<file path="config.mk">
export PLATFORM = sky130hd
export DESIGN_NAME = uart_tx_scheduler
export DESIGN_NICKNAME = d
export VERILOG_FILES = /design/src/rtl/uart_tx_scheduler.sv
export SDC_FILE = /design/constraint.sdc
export NUM_CORES = 1
export LEC_CHECK = 0
export ABC_AREA = 1
export CORE_MARGIN = 1
export CORE_UTILIZATION = 50
export CTS_BUF_LIST = sky130_fd_sc_hd__clkbuf_4 sky130_fd_sc_hd__clkbuf_8 sky130_fd_sc_hd__clkbuf_16
export CTS_CLUSTER_DIAMETER = 100
export DETAILED_ROUTE_END_ITERATION = 16
export PLACE_DENSITY = 0.76
export REMOVE_ABC_BUFFERS = 1
export SYNTH_ARGS = -nofsm -noshare
export SYNTH_HDL_FRONTEND = slang
export SYNTH_SLANG_ARGS = --single-unit
</file>
<file path="constraint.sdc">
create_clock -name clk -period 2.03 [get_ports clk]
set_input_delay 0.5075 -clock clk [delete_from_list [all_inputs] [get_ports clk]]
set_output_delay 0.5075 -clock clk [all_outputs]
set_load 0.005 [all_outputs]
</file>
<file path="src/rtl/uart_tx_scheduler.sv">
// Two-requester UART transmitter: round-robin byte arbitration, 8N/8E/8O framing with 1 or 2 stops.
// Optional line-break generator is compiled in with UART_TX_SCHED_BREAK_EN.
module uart_tx_scheduler #(
  parameter int CLKS_PER_BIT = 16
`ifdef UART_TX_SCHED_BREAK_EN
  , parameter int BREAK_BITS = 12
`endif
) (
  input  logic       clk,
  input  logic       rst,
  input  logic       req0_valid,
  input  logic [7:0] req0_data,
  output logic       req0_ready,
  input  logic       req1_valid,
  input  logic [7:0] req1_data,
  output logic       req1_ready,
  input  logic [1:0] parity_type,
  input  logic       stop_bits,
`ifdef UART_TX_SCHED_BREAK_EN
  input  logic       break_req,
`endif
  output logic       tx_line,
  output logic       tx_active,
  output logic       tx_done,
  output logic       grant_id
);

  localparam int CW = (CLKS_PER_BIT > 2) ? $clog2(CLKS_PER_BIT) : 1;
  localparam logic [CW-1:0] BAUD_LAST = CW'(CLKS_PER_BIT - 1);
  // Last stop bit ends one cycle early: the IDLE cycle that follows is its final high cycle.
  localparam logic [CW-1:0] STOP_LAST = CW'(CLKS_PER_BIT - 2);
`ifdef UART_TX_SCHED_BREAK_EN
  localparam int BW = (BREAK_BITS > 1) ? $clog2(BREAK_BITS + 1) : 1;
  localparam logic [BW-1:0] BRK_LAST = BW'(BREAK_BITS - 1);
`endif

  typedef enum logic [2:0] {
    ST_IDLE   = 3'd0,
    ST_START  = 3'd1,
    ST_DATA   = 3'd2,
    ST_PARITY = 3'd3,
    ST_STOP   = 3'd4
`ifdef UART_TX_SCHED_BREAK_EN
    , ST_BREAK = 3'd5
`endif
  } state_t;

  function automatic logic parity_bit(input logic [7:0] d, input logic [1:0] t);
    case (t)
      2'b01:   parity_bit = ~^d;
      2'b10:   parity_bit = ^d;
      default: parity_bit = 1'b0;
    endcase
  endfunction

  function automatic logic parity_on(input logic [1:0] t);
    parity_on = (t == 2'b01) || (t == 2'b10);
  endfunction

  state_t         state_r, state_n;
  logic [CW-1:0]  cnt_r, cnt_n;
  logic [2:0]     bit_r, bit_n;
  logic [7:0]     data_r, data_n;
  logic [1:0]     par_r, par_n;
  logic           stop2_r, stop2_n;
  logic           grant_r, grant_n;
  logic           ptr_r, ptr_n;
  logic           line_r, line_n;
  logic           active_r, active_n;
  logic           done_r, done_n;
`ifdef UART_TX_SCHED_BREAK_EN
  logic [BW-1:0]  brk_cnt_r, brk_cnt_n;
`endif

  logic brk_s;
  logic any_valid_s;
  logic win1_s;
  logic accept_s;
  logic baud_end_s;
  logic last_stop_s;
  logic [2:0] bit_inc_s;

`ifdef UART_TX_SCHED_BREAK_EN
  assign brk_s = break_req;
`else
  assign brk_s = 1'b0;
`endif

  assign any_valid_s = req0_valid | req1_valid;
  // Under contention the requester that did not own the previous frame wins.
  assign win1_s      = req1_valid & (~req0_valid | ~ptr_r);
  assign accept_s    = (state_r == ST_IDLE) & any_valid_s & ~brk_s;
  assign req0_ready  = rst & accept_s & ~win1_s;
  assign req1_ready  = rst & accept_s & win1_s;
  assign baud_end_s  = (cnt_r == BAUD_LAST);
  assign last_stop_s = (bit_r[0] == stop2_r);
  assign bit_inc_s   = bit_r + 3'd1;

  assign tx_line   = line_r;
  assign tx_active = active_r;
  assign tx_done   = done_r;
  assign grant_id  = grant_r;

  // Next-state, counters and next line level
  always_comb begin
    state_n  = state_r;
    cnt_n    = cnt_r;
    bit_n    = bit_r;
    data_n   = data_r;
    par_n    = par_r;
    stop2_n  = stop2_r;
    grant_n  = grant_r;
    ptr_n    = ptr_r;
    line_n   = line_r;
    active_n = active_r;
    done_n   = 1'b0;
`ifdef UART_TX_SCHED_BREAK_EN
    brk_cnt_n = brk_cnt_r;
`endif
    if (state_r != ST_IDLE) begin
      cnt_n = baud_end_s ? '0 : cnt_r + CW'(1);
    end else begin
      cnt_n = '0;
    end
    case (state_r)
      ST_IDLE: begin
        bit_n    = 3'd0;
        line_n   = 1'b1;
        active_n = 1'b0;
`ifdef UART_TX_SCHED_BREAK_EN
        if (brk_s) begin
          state_n   = ST_BREAK;
          line_n    = 1'b0;
          active_n  = 1'b1;
          brk_cnt_n = '0;
        end else
`endif
        if (any_valid_s) begin
          state_n  = ST_START;
          line_n   = 1'b0;
          active_n = 1'b1;
          data_n   = win1_s ? req1_data : req0_data;
          par_n    = parity_type;
          stop2_n  = stop_bits;
          grant_n  = win1_s;
          ptr_n    = win1_s;
        end else begin
          state_n = ST_IDLE;
        end
      end
      ST_START: begin
        if (baud_end_s) begin
          state_n = ST_DATA;
          line_n  = data_r[0];
          bit_n   = 3'd0;
        end else begin
          line_n = 1'b0;
        end
      end
      ST_DATA: begin
        if (baud_end_s && (bit_r == 3'd7)) begin
          bit_n = 3'd0;
          if (parity_on(par_r)) begin
            state_n = ST_PARITY;
            line_n  = parity_bit(data_r, par_r);
          end else begin
            state_n = ST_STOP;
            line_n  = 1'b1;
          end
        end else if (baud_end_s) begin
          bit_n  = bit_inc_s;
          line_n = data_r[bit_inc_s];
        end else begin
          line_n = data_r[bit_r];
        end
      end
      ST_PARITY: begin
        if (baud_end_s) begin
          state_n = ST_STOP;
          line_n  = 1'b1;
          bit_n   = 3'd0;
        end else begin
          line_n = parity_bit(data_r, par_r);
        end
      end
      ST_STOP: begin
        line_n = 1'b1;
        if (last_stop_s && (cnt_r == STOP_LAST)) begin
          state_n  = ST_IDLE;
          active_n = 1'b0;
          done_n   = 1'b1;
          cnt_n    = '0;
        end else if (baud_end_s) begin
          bit_n = bit_inc_s;
        end else begin
          bit_n = bit_r;
        end
      end
`ifdef UART_TX_SCHED_BREAK_EN
      ST_BREAK: begin
        line_n = 1'b0;
        if (baud_end_s && (brk_cnt_r == BRK_LAST)) begin
          state_n  = ST_IDLE;
          line_n   = 1'b1;
          active_n = 1'b0;
          done_n   = 1'b1;
        end else if (baud_end_s) begin
          brk_cnt_n = brk_cnt_r + BW'(1);
        end else begin
          brk_cnt_n = brk_cnt_r;
        end
      end
`endif
      default: begin
        state_n  = ST_IDLE;
        line_n   = 1'b1;
        active_n = 1'b0;
      end
    endcase
  end

  // State and output registers
  always_ff @(posedge clk or negedge rst) begin
    if (!rst) begin
      state_r  <= ST_IDLE;
      cnt_r    <= '0;
      bit_r    <= 3'd0;
      data_r   <= 8'd0;
      par_r    <= 2'd0;
      stop2_r  <= 1'b0;
      grant_r  <= 1'b0;
      ptr_r    <= 1'b1;
      line_r   <= 1'b1;
      active_r <= 1'b0;
      done_r   <= 1'b0;
`ifdef UART_TX_SCHED_BREAK_EN
      brk_cnt_r <= '0;
`endif
    end else begin
      state_r  <= state_n;
      cnt_r    <= cnt_n;
      bit_r    <= bit_n;
      data_r   <= data_n;
      par_r    <= par_n;
      stop2_r  <= stop2_n;
      grant_r  <= grant_n;
      ptr_r    <= ptr_n;
      line_r   <= line_n;
      active_r <= active_n;
      done_r   <= done_n;
`ifdef UART_TX_SCHED_BREAK_EN
      brk_cnt_r <= brk_cnt_n;
`endif
    end
  end

endmodule

</file>
After elaboration in Yosys (flattened, before gate mapping)
Cells that the tools add are included.
- bits in registers: 26
- input bits: 23
- equal/unequal tests: 16
- bitwise logic cells: 11
- reduce and logical (&&, ||, !) cells: 14
- add/sub/neg operators: 2
- $lt $le $gt $ge: 2
- multiplexer cells: 34
- operators by type and width (kind ; number):
    3-bit 2-to-1 mux ; 9
    4-bit 2-to-1 mux ; 4
    3-bit case mux with 5 select lines ; 1
    1-bit 2-to-1 mux ; 13
    3-bit case mux with 4 select lines ; 1
    2-bit != test, second input constant ; 5
    4-bit equality test, second input constant ; 2
    3-bit by 4-bit < comparator with 1-bit output, second input constant ; 2
    8-bit 2-to-1 mux ; 1
    8-bit XNOR reduction ; 1
    8-bit XOR reduction ; 1
    1-bit binary-select mux with 3-bit select ; 2
    3-bit by 2-bit equality test with 1-bit output, second input constant ; 2
    3-bit equality test, second input constant ; 2
    1-bit bitwise AND ; 5
    4-bit by 1-bit adder with 4-bit output, second input constant ; 1
    1-bit NOT ; 4
    1-bit case mux with 4 select lines ; 1
    2-bit AND reduction ; 2
    4-bit AND reduction ; 1
    4-bit nonzero test ; 1
    3-bit by 1-bit adder with 3-bit output, second input constant ; 1
    3-bit by 1-bit equality test with 1-bit output, second input constant ; 1
    3-bit zero test ; 1
    other kinds (13) ; 15

Logic depth before layout (Yosys ltp)
Gate-level depths: netlist (run 1).
- word-level depth: 6
- depth in mapped cells: 11
- gate-level depth less buffers: 11

Worst setup path before layout (run 1)
Ideal clock, no wire load.
- path type: input port to output port
- start: input port req0_valid
- end: output port req1_ready
- cell stages on the path: 5
- setup slack: 0.374 ns
- arrival time: 1.148 ns
- cells stage by stage: nor2_1 nor3_4 buf_4 nand2_1 nor2_1
- word-level cells in the longest chain between the ends: 4
- elaborated cells on any way between the ends: 7
- ends and longest elaborated chain (what ; line ; source):
    start: declaration ; 11 ; input logic req0_valid,
    1-bit bitwise OR or 1-bit NOT (tied branches) ; 89, 91 ;
    1-bit bitwise AND or 1-bit bitwise OR (tied branches) ; 92, 91 ;
    1-bit bitwise AND, on equally long branches ; 94, 91 ;
    1-bit bitwise AND (*) ; 94 ; assign req1_ready = rst & accept_s & win1_s;
    end: declaration ; 16 ; output logic req1_ready,
Mark *: on every way between the ends. The rest lies on a longest branch, timed or not.

Worst setup path after layout (run 1)
- start: register state_r[1]
- end: output port req0_ready
- word-level cells in the longest chain between the ends: 4
- ends and longest elaborated chain (what ; line ; source):
    start: declaration ; 60 ; state_t state_r, state_n;
    start signal: assignment ; 240 ; state_r <= state_n;
    3-bit zero test ; 92 ; assign accept_s = (state_r == ST_IDLE) & any_valid_s & ~brk_s;
    1-bit bitwise AND ; 92 ;
    1-bit bitwise AND (2 in series) ; 93 ; assign req0_ready = rst & accept_s & ~win1_s;
    end: declaration ; 13 ; output logic req0_ready,
Every way passes these cells.

==> results of run 1 <==
==> worst max path at each step <==
stage	from	to	slack, ns	depth (start not counted)
floorplan	req0_valid	req0_ready	0.15	4
global placement	req1_valid	req0_ready	-0.50	6
detailed placement	req0_valid	req0_ready	-0.55	6
CTS	state_r[0]	req0_ready	-0.03	7
global route	state_r[1]	req0_ready	-0.07	7
finish	state_r[1]	req0_ready	0.02	7
==> layout make-up <==
type                       instances  area share, %
multi-input combinational        178           40.8
sequential                        26           29.4
timing repair buffer              50           19.7
tap                               44           2.48
clock inverter                     1           1.35
inverter                          31           5.24
clock buffer                       3           1.01
==> power by group <==
| group | leakage (nW) | total (mW) | internal, mW | switching, mW |
|---|---|---|---|---|
| Sequential | 0.307 | 0.570 | 0.544 | 0.0258 |
| Clock | 0.0279 | 0.365 | 0.200 | 0.165 |
| Combinational | 0.816 | 0.204 | 0.0994 | 0.105 |
==> cells by family (layout without fill, tap and decap cells) <==
logic type,count (synthesis),after routing,share of synthesized area [%]
fa+ha+maj,6,6,4.44
compound gates,36,36,11.6
xor+xnor,1,1,0.519
simple gates,135,135,36.7
buf+inv,34,85,8.07
flops,26,26,38.7
==> sequential cells by signal, indices dropped and copies added, names as in the netlist <==
name / count
bit_r: 3
cnt_r: 4
data_r: 8
grant_id: 1
par_r: 2
ptr_r: 1
state_r: 3
stop2_r: 1
tx_active: 1
tx_done: 1
tx_line: 1
==> layout by cell type (no fill, tap or decap), types with 2 or more instances in the layout <==
cell type        Yosys  final
nand3_1             15     15
nor2_2               2      3
nand3_2              2      2
o21ai_0              3      3
ha_1                 6      6
buf_4                2     21
nor3_1               3      2
a21oi_1              9      9
dlygate4sd2_1        0      2
clkbuf_4             0      3
buf_2                1      2
clkdlybuf4s50_1      0     24
o21ai_1             14     14
dfstp_2              2      2
nor2_1              20     19
inv_1               19     19
inv_2               12     12
dfrtp_1             24     24
nand2_2              8      8
nor3_2               3      4
nand2_1             78     78
o22ai_1              8      8
==> routing by layer <==
| layer | vias to the layer above | wire [um] | track usage (%) |
|---|---|---|---|
| met3 | 5 | 112 | 1.95 |
| met4 | 0 | 40 | 6.31 |
| met5 | - | 0 | 0 |
| met1 | 767 | 1780 | 30.2 |
| li1 | 871 | - | - |
| met2 | 33 | 1770 | 37.5 |
==> timing repair <==
item / CTS / global route
setup endpoints to repair: 2 / 4
cloned: 0 / 0
gates resized for setup: 12 / 1
pin swaps: 3 / 2
buffers inserted: 10 / 1
==> critical path, delay by kind of cell, from the launching register on <==
kind / cells / cell delay, ns
flip-flops: 1 / 0.42
AND/OR/NAND/NOR: 3 / 0.39
buffers and inverters: 4 / 0.38
==> through the flow <==
| step | total power [mW] | TNS [ns] | hold slack [ns] |
|---|---|---|---|
| 2_1_floorplan | 0.691 | 0 | 0.212 |
| 3_3_place_gp | 0.777 | -0.975 | 0.457 |
| 3_5_place_dp | 0.783 | -1.05 | 0.464 |
| 4_1_cts | 1.14 | -0.0259 | 0.485 |
| 5_1_grt | 1.19 | -0.0696 | 0.498 |
| 6_report | 1.14 | 0 | 0.483 |
==> synthesized netlist by cell type, types with 2 or more instances <==
| cell type | number |
|---|---|
| a21oi_1 | 9 |
| ha_1 | 6 |
| buf_4 | 2 |
| nor3_1 | 3 |
| nor3_2 | 3 |
| nand3_2 | 2 |
| nor2_2 | 2 |
| o22ai_1 | 8 |
| dfrtp_1 | 24 |
| nand2_1 | 78 |
| o21ai_0 | 3 |
| inv_1 | 19 |
| inv_2 | 12 |
| nor2_1 | 20 |
| o21ai_1 | 14 |
| nand3_1 | 15 |
| dfstp_2 | 2 |
| nand2_2 | 8 |
==> summary.txt, run 1 <==
Synth
  • Main area contributors after synthesis: dfrtp_1 36%, nand2_1 17%, ha_1 4.4%
  • Ys Warns: 0
  • Async S/R FF share, synth: 100%
  • Synthesized area per cell: approximately 7 um^2
  • #FFs+latches synth: 26
  • Distinct cells, synth: 26
  • Area leader, netlist: dfrtp_1
  • Area share of the leading cell type in the synthesized netlist: between 30% and 40%
  • EDFF count, synth: 0
  • Mapped cell area: 0.00169 mm^2
  • Synth Instances: roughly 240
  • Register area share after synthesis: roughly 39%
  • Main synth FF type: dfrtp_1

Setup path
  • Worst reg2reg startpoint: state_r[1]
  • Crit end category: output pin
  • CP Max Fanout: 2
  • CP Cell Sequence: nor2_2 > inv_2 > nor3_4 > buf_6 > inv_2 > nor3_2 > buf_2
  • CP peak stage delay: between 0.4 and 0.5 ns
  • R2R depth: 13
  • Slowest cell on crit path: dfrtp_1
  • Reg2Reg Setup Slack: around 0.1 ns
  • Most used cell, CP: inv_2
  • CP Data Required Time: about 1.5 ns
  • CP startpoint kind: register
  • Worst reg2reg path endpoint: grant_id
  • CP Data Arrival Time: roughly 1.5 ns
  • Crit path kind: reg2out

Timing
  • Unrepaired setup endpoints after global routing: true
  • Clk_skew: between 0.01 and 0.015 ns
  • Slew Limit Fails: 0
  • Slew HR: between 70% and 80%
  • Final Cycle Share: between 90 and 100%
  • Setup WS post-layout: between 0.015 and 0.02 ns
  • Fmax: 497 MHz
  • Worst Tran Pin Value: 0.345 ns
  • Final Hold Fails: 0
  • Min Clock Period, post-route: ~2 ns
  • # setup viols final: 0

Global routing
  • Number of global-route vias before repair: around 1500
  • Largest net degree at the start of global routing: 27
  • Grt ovf: 0
  • First-pass GRT wire length: 6.04 mm
  • Number of antenna violations at the first check in global routing: 0
  • Tot GR Track Use: between 20 and 25%

Die
  • Core Region: 0.00313 mm^2
  • Cell Rows: 20
  • Die area: about 0.0036 mm^2
  • DIE WIDTH: between 60 and 70 um
  • Die H: 60.1 um
  • Starting Density: between 50% and 60%
  • I/O Pins: 29

Placed design
  • Pre-CTS WS: -0.555 ns
  • Dpl cell area: about 0.0021 mm^2
  • Final GP Congestion: between 0.8 and 0.9
  • Placed cell count: 318
  • PortBufs: 28
  • HPWL after DPL: around 2.8 mm

Finish
  • Nets: 319
  • Non-filler instance count after layout: 333
  • Post-route design area: 0.00222 mm^2
  • Share of layout cells above drive strength 1: a little over a fifth
  • Area occupied by multi-input gates: 907 um^2
  • Filler instances: approximately 270
  • # diodes: 0
  • Area delta synth->final: 31.5%
  • Register Area: between 600 and 700 um^2
  • Core Util, Final: around 71%

Hold path
  • Worst Hold Endpoint: ptr_r
  • Hold_sp: ptr_r
  • HP Class: reg2reg
  • Hold path depth: 2

Routing
  • DR WL/cell: about 11 um
  • Total wire length: 3.71 mm
  • Number of antenna-violating nets in the routed design: 0
  • Initial drt markers: 60
  • Via count: around 1700
  • Pre-antenna DRT Iters: 4
  • Drt via density: approximately 5.0
  • DRC viols: 0

Clock network
  • CTS tree: yes
  • Clock Sink Count: 26
  • Skew-Pair Late Insertion Delay: 0.33 ns
  • Root Driver: clkbuf_4
  • Num CTS Buffers: 3
  • Htree depth: 1
  • Clk pin slew, worst setup/hold paths: 0.16 ns
  • Cts hold-fix bufs: 0
  • Clk buf depth: 2

Status
  • Outcome: complete, no violations

Run
  • Max Cap Violations: 0

Power and ir drop
  • Peak supply drop: roughly 0.34 mV
  • Leak Pwr: around 1.2 nW
  • Cell Pwr Density: ~510 mW/mm^2
No activity file was read; power rests on OpenSTA's default activity.
==> run 2: changes to the inputs <==
--- a/config.mk
+++ b/config.mk
@@ -6,6 +6,7 @@
 export NUM_CORES = 1
 export LEC_CHECK = 0
 export ABC_AREA = 1
+export CORE_ASPECT_RATIO = 1.75
 export CORE_MARGIN = 1
 export CORE_UTILIZATION = 50
 export CTS_BUF_LIST = sky130_fd_sc_hd__clkbuf_4 sky130_fd_sc_hd__clkbuf_8 sky130_fd_sc_hd__clkbuf_16
==> constraint.sdc (replaced) <==
create_clock -name clk -period 1.9 [get_ports clk]
set_input_delay 0.475 -clock clk [delete_from_list [all_inputs] [get_ports clk]]
set_output_delay 0.475 -clock clk [all_outputs]
set_load 0.005 [all_outputs]
==> run 2 against run 1 <==
Net effect:
- clock skew decreased by 0.0089 ns
- core utilization decreased by 2.8 points
- sequential cell count unchanged
- worst hold slack got worse by 0.049 ns
- clock-buffer cell count increased by 1
- critical path type unchanged
- total power increased by 2.8%
- cell count decreased by 2.1%
- die area increased by 0.26%
- combinational power increased by 7%
- register-to-register slack improved by 0.14 ns
- largest power group unchanged
- sequential share of layout area increased by 0.75 points
==> summary.txt, run 2 (synthesis gave the netlist of run 1 again) <==
Status
  • Outcome: complete, no violations

Global routing
  • Tot GR Track Use: 23.4% (+1.1 points)
  • First-pass GRT wire length: 6.35 mm (+5.1%)
  • Largest net degree at the start of global routing: 27 (unchanged)
  • Number of global-route vias before repair: 1592 (+8.2%)
  • Number of antenna violations at the first check in global routing: 0 (unchanged)
  • Grt ovf: 0 (unchanged)

Finish
  • Filler instances: 289 (+8.6%)
  • # diodes: 0 (unchanged)
  • Share of layout cells above drive strength 1: 19.8% (-1.7 points)
  • Nets: 313 (-1.9%)
  • Non-filler instance count after layout: 326 (-2.1%)
  • Area delta synth->final: 28.2%
  • Commonest non-fill, non-tap cell in the layout: nand2_1
  • Max FFs per register: 8 (unchanged)
  • Most frequent cells in the layout: 78 x nand2_1, 24 x dfrtp_1, 23 x clkdlybuf4s50_1
  • Largest regs: data_r (8), cnt_r (4)
  • Core Util, Final: 68.2% (-2.8 points)
  • Reg with most FFs: data_r

Routing
  • Via count: 1641 (-2.1%)
  • Drt via density: 5.03 (about the same)
  • Pre-antenna DRT Iters: 4 (unchanged)
  • DRC viols: 0 (unchanged)
  • Total wire length: 3.73 mm (+0.70%)
  • DR WL/cell: 11.4 um (+2.9%)
  • Initial drt markers: 26 (-57%)
  • Number of antenna-violating nets in the routed design: 0 (unchanged)

Setup path
  • CP peak stage delay: 0.39 ns (-0.03 ns)
  • CP Data Required Time: 1.42 ns (-0.10 ns)
  • CP Max Fanout: 3 (+1)
  • Crit end category: output pin
  • CP startpoint kind: register
  • CP Data Arrival Time: 1.35 ns (-0.15 ns)
  • Crit path buf inv count: 2 (-2)
  • CP Cell Sequence: nor2_2 > inv_2 > nor3_4 > nand2_1 > nor2_1 > buf_2
  • Crit path kind: reg2out
  • Slowest cell on crit path: dfrtp_1
  • CP top delay family: simple AND/OR/NAND/NOR gates

Clock network
  • Clock Sink Count: 26 (unchanged)
  • CTS tree: yes
  • Htree depth: 1 (unchanged)
  • Skew-Pair Late Insertion Delay: 0.27 ns (-0.06 ns)
  • Root Driver: clkbuf_8
  • Clk pin slew, worst setup/hold paths: 0.09 ns (-0.07 ns)
  • Num CTS Buffers: 3 (unchanged)
  • Cts hold-fix bufs: 0 (unchanged)
  • Clk buf depth: 2 (unchanged)

Placed design
  • Final GP Congestion: 0.884 (+8.2%)
  • HPWL after DPL: 2.91 mm (+4.2%)
  • PortBufs: 28 (unchanged)
  • Placed cell count: 318 (unchanged)

Die
  • Die area: 0.00362 mm^2 (+0.26%)
  • I/O Pins: 29 (unchanged)
  • Die H: 78.9 um (+31%)
  • DIE WIDTH: 45.9 um (-24%)
  • Core Region: 0.00318 mm^2 (+1.5%)
  • Starting Density: 53.2% (-0.81 points)
  • Cell Rows: 27 (+35%)

Timing
  • Slew HR: 76.2% (-0.63 points)
  • Setup TNS: 0 ns (unchanged)
  • # setup viols final: 0 (unchanged)
  • Min Clock Period, post-route: ~1.8 ns
  • Unrepaired setup endpoints after global routing: true
  • Worst Tran Pin Value: 0.355 ns (+0.00936 ns)
  • Clk_skew: 0.00422 ns (-0.00887 ns)
  • Final Hold Fails: 0 (unchanged)
  • Fin Hold WS: 0.434 ns (-0.0490 ns)
  • Fmax: ~550 MHz
  • Final Cycle Share: between 90% and 100%
  • Slew Limit Fails: 0 (unchanged)

Power and ir drop
  • Logic gate share of total power: 18.7% (+0.8 points)
  • Power share of the clock group: 29.4% (-2.6 points)
  • Part of the power in registers: 51.9% (+1.9 points)
  • Int Power: 0.852 mW (+1.1%)
  • Leak Pwr: 1.12 nW (-2.3%)
  • Sw Ratio: 27.2% (+1.3 points)
  • Sw Pwr: 0.319 mW (+7.9%)
  • Peak supply drop: 0.439 mV (+30%)
  • Cell Pwr Density: 541 mW/mm^2 (+5.4%)

Hold path
  • HP Class: in2async

Run
  • Max Cap Violations: 0 (unchanged)
[run 2: changes by cell type in the layout (fill, tap and decap cells not counted), sizes merged]
cell,delta
dlygate4sd2,+1
bufinv,-1
clkdlybuf4s50,-1
buf,-6
clkbuf,+1
[run 2: worst paths after layout]
| path | to | startpoint | cells past startpoint | slack [ns] |
|---|---|---|---|---|
| setup / recovery | req1_ready | state_r[0] | 6 | 0.07 |
| hold / removal | data_r[4] | rst | 2 | 0.43 |
| setup reg to reg | bit_r[1] | state_r[0] | 11 | 0.24 |
| hold reg to reg | ptr_r | ptr_r | 2 | 0.47 |
| max in group asynchronous | ptr_r | rst | 2 | 1.17 |
| min in group clk | ptr_r | ptr_r | 2 | 0.47 |
[run 2: layout make-up]
class                   instances  area, um^2  area share, %
multi-input cells             178         907           41.9
flip-flops and latches         26         653           30.2
repair buffers                 44         387           17.9
clock buffers                   4        48.8           2.25
inverters                      31         116           5.37
well taps                      43        53.8           2.48
[run 2: timing repair]
item | 4_1_cts | 5_1_grt
resized for setup | 13 | 0
setup buffers | 2 | 2
endpoints found under the setup margin | 2 | 2
pin swaps | 4 | 4
[run 2: stage by stage]
step	worst slack (ns)	power, mW	instance area (um^2)
final	0.0707	1.17	2170
after global placement	-0.525	0.833	2090
after CTS	0.0190	1.17	2150
after detailed placement	-0.536	0.840	2090
after global routing	-0.0380	1.24	2170
after floorplan	0.0565	0.738	1670
[run 2: power groups by stage]
| stage | Clock [mW] | Combinational (mW) | Sequential (mW) |
|---|---|---|---|
| final | 0.344 | 0.219 | 0.608 |
| after global routing | 0.371 | 0.252 | 0.613 |
| after CTS | 0.345 | 0.221 | 0.608 |
| after detailed placement | 0 | 0.221 | 0.618 |
| after global placement | 0 | 0.216 | 0.617 |
| after floorplan | 0 | 0.125 | 0.613 |
[run 2: worst reg2reg max path, stage by stage, from the launching register on]
cell and delay, ns:
dfrtp_1 0.39, nor2_2 0.14, inv_2 0.07, buf_4 0.13, buf_4 0.12, buf_4 0.12
nor2_2 0.10, nand2_2 0.10, nand2_2 0.11, nand2_2 0.07, a21oi_1 0.14, a21oi_1 0.06
[run 2: per-layer routing]
layer  vias to the layer above  share of wire (%)  track usage (%)
li1                        855                  -                -
met1                       758                 41             23.6
met2                        24                 57             44.9
met3                         4                1.7             2.50
met4                         0                1.1             8.53
met5                         -                  0                0
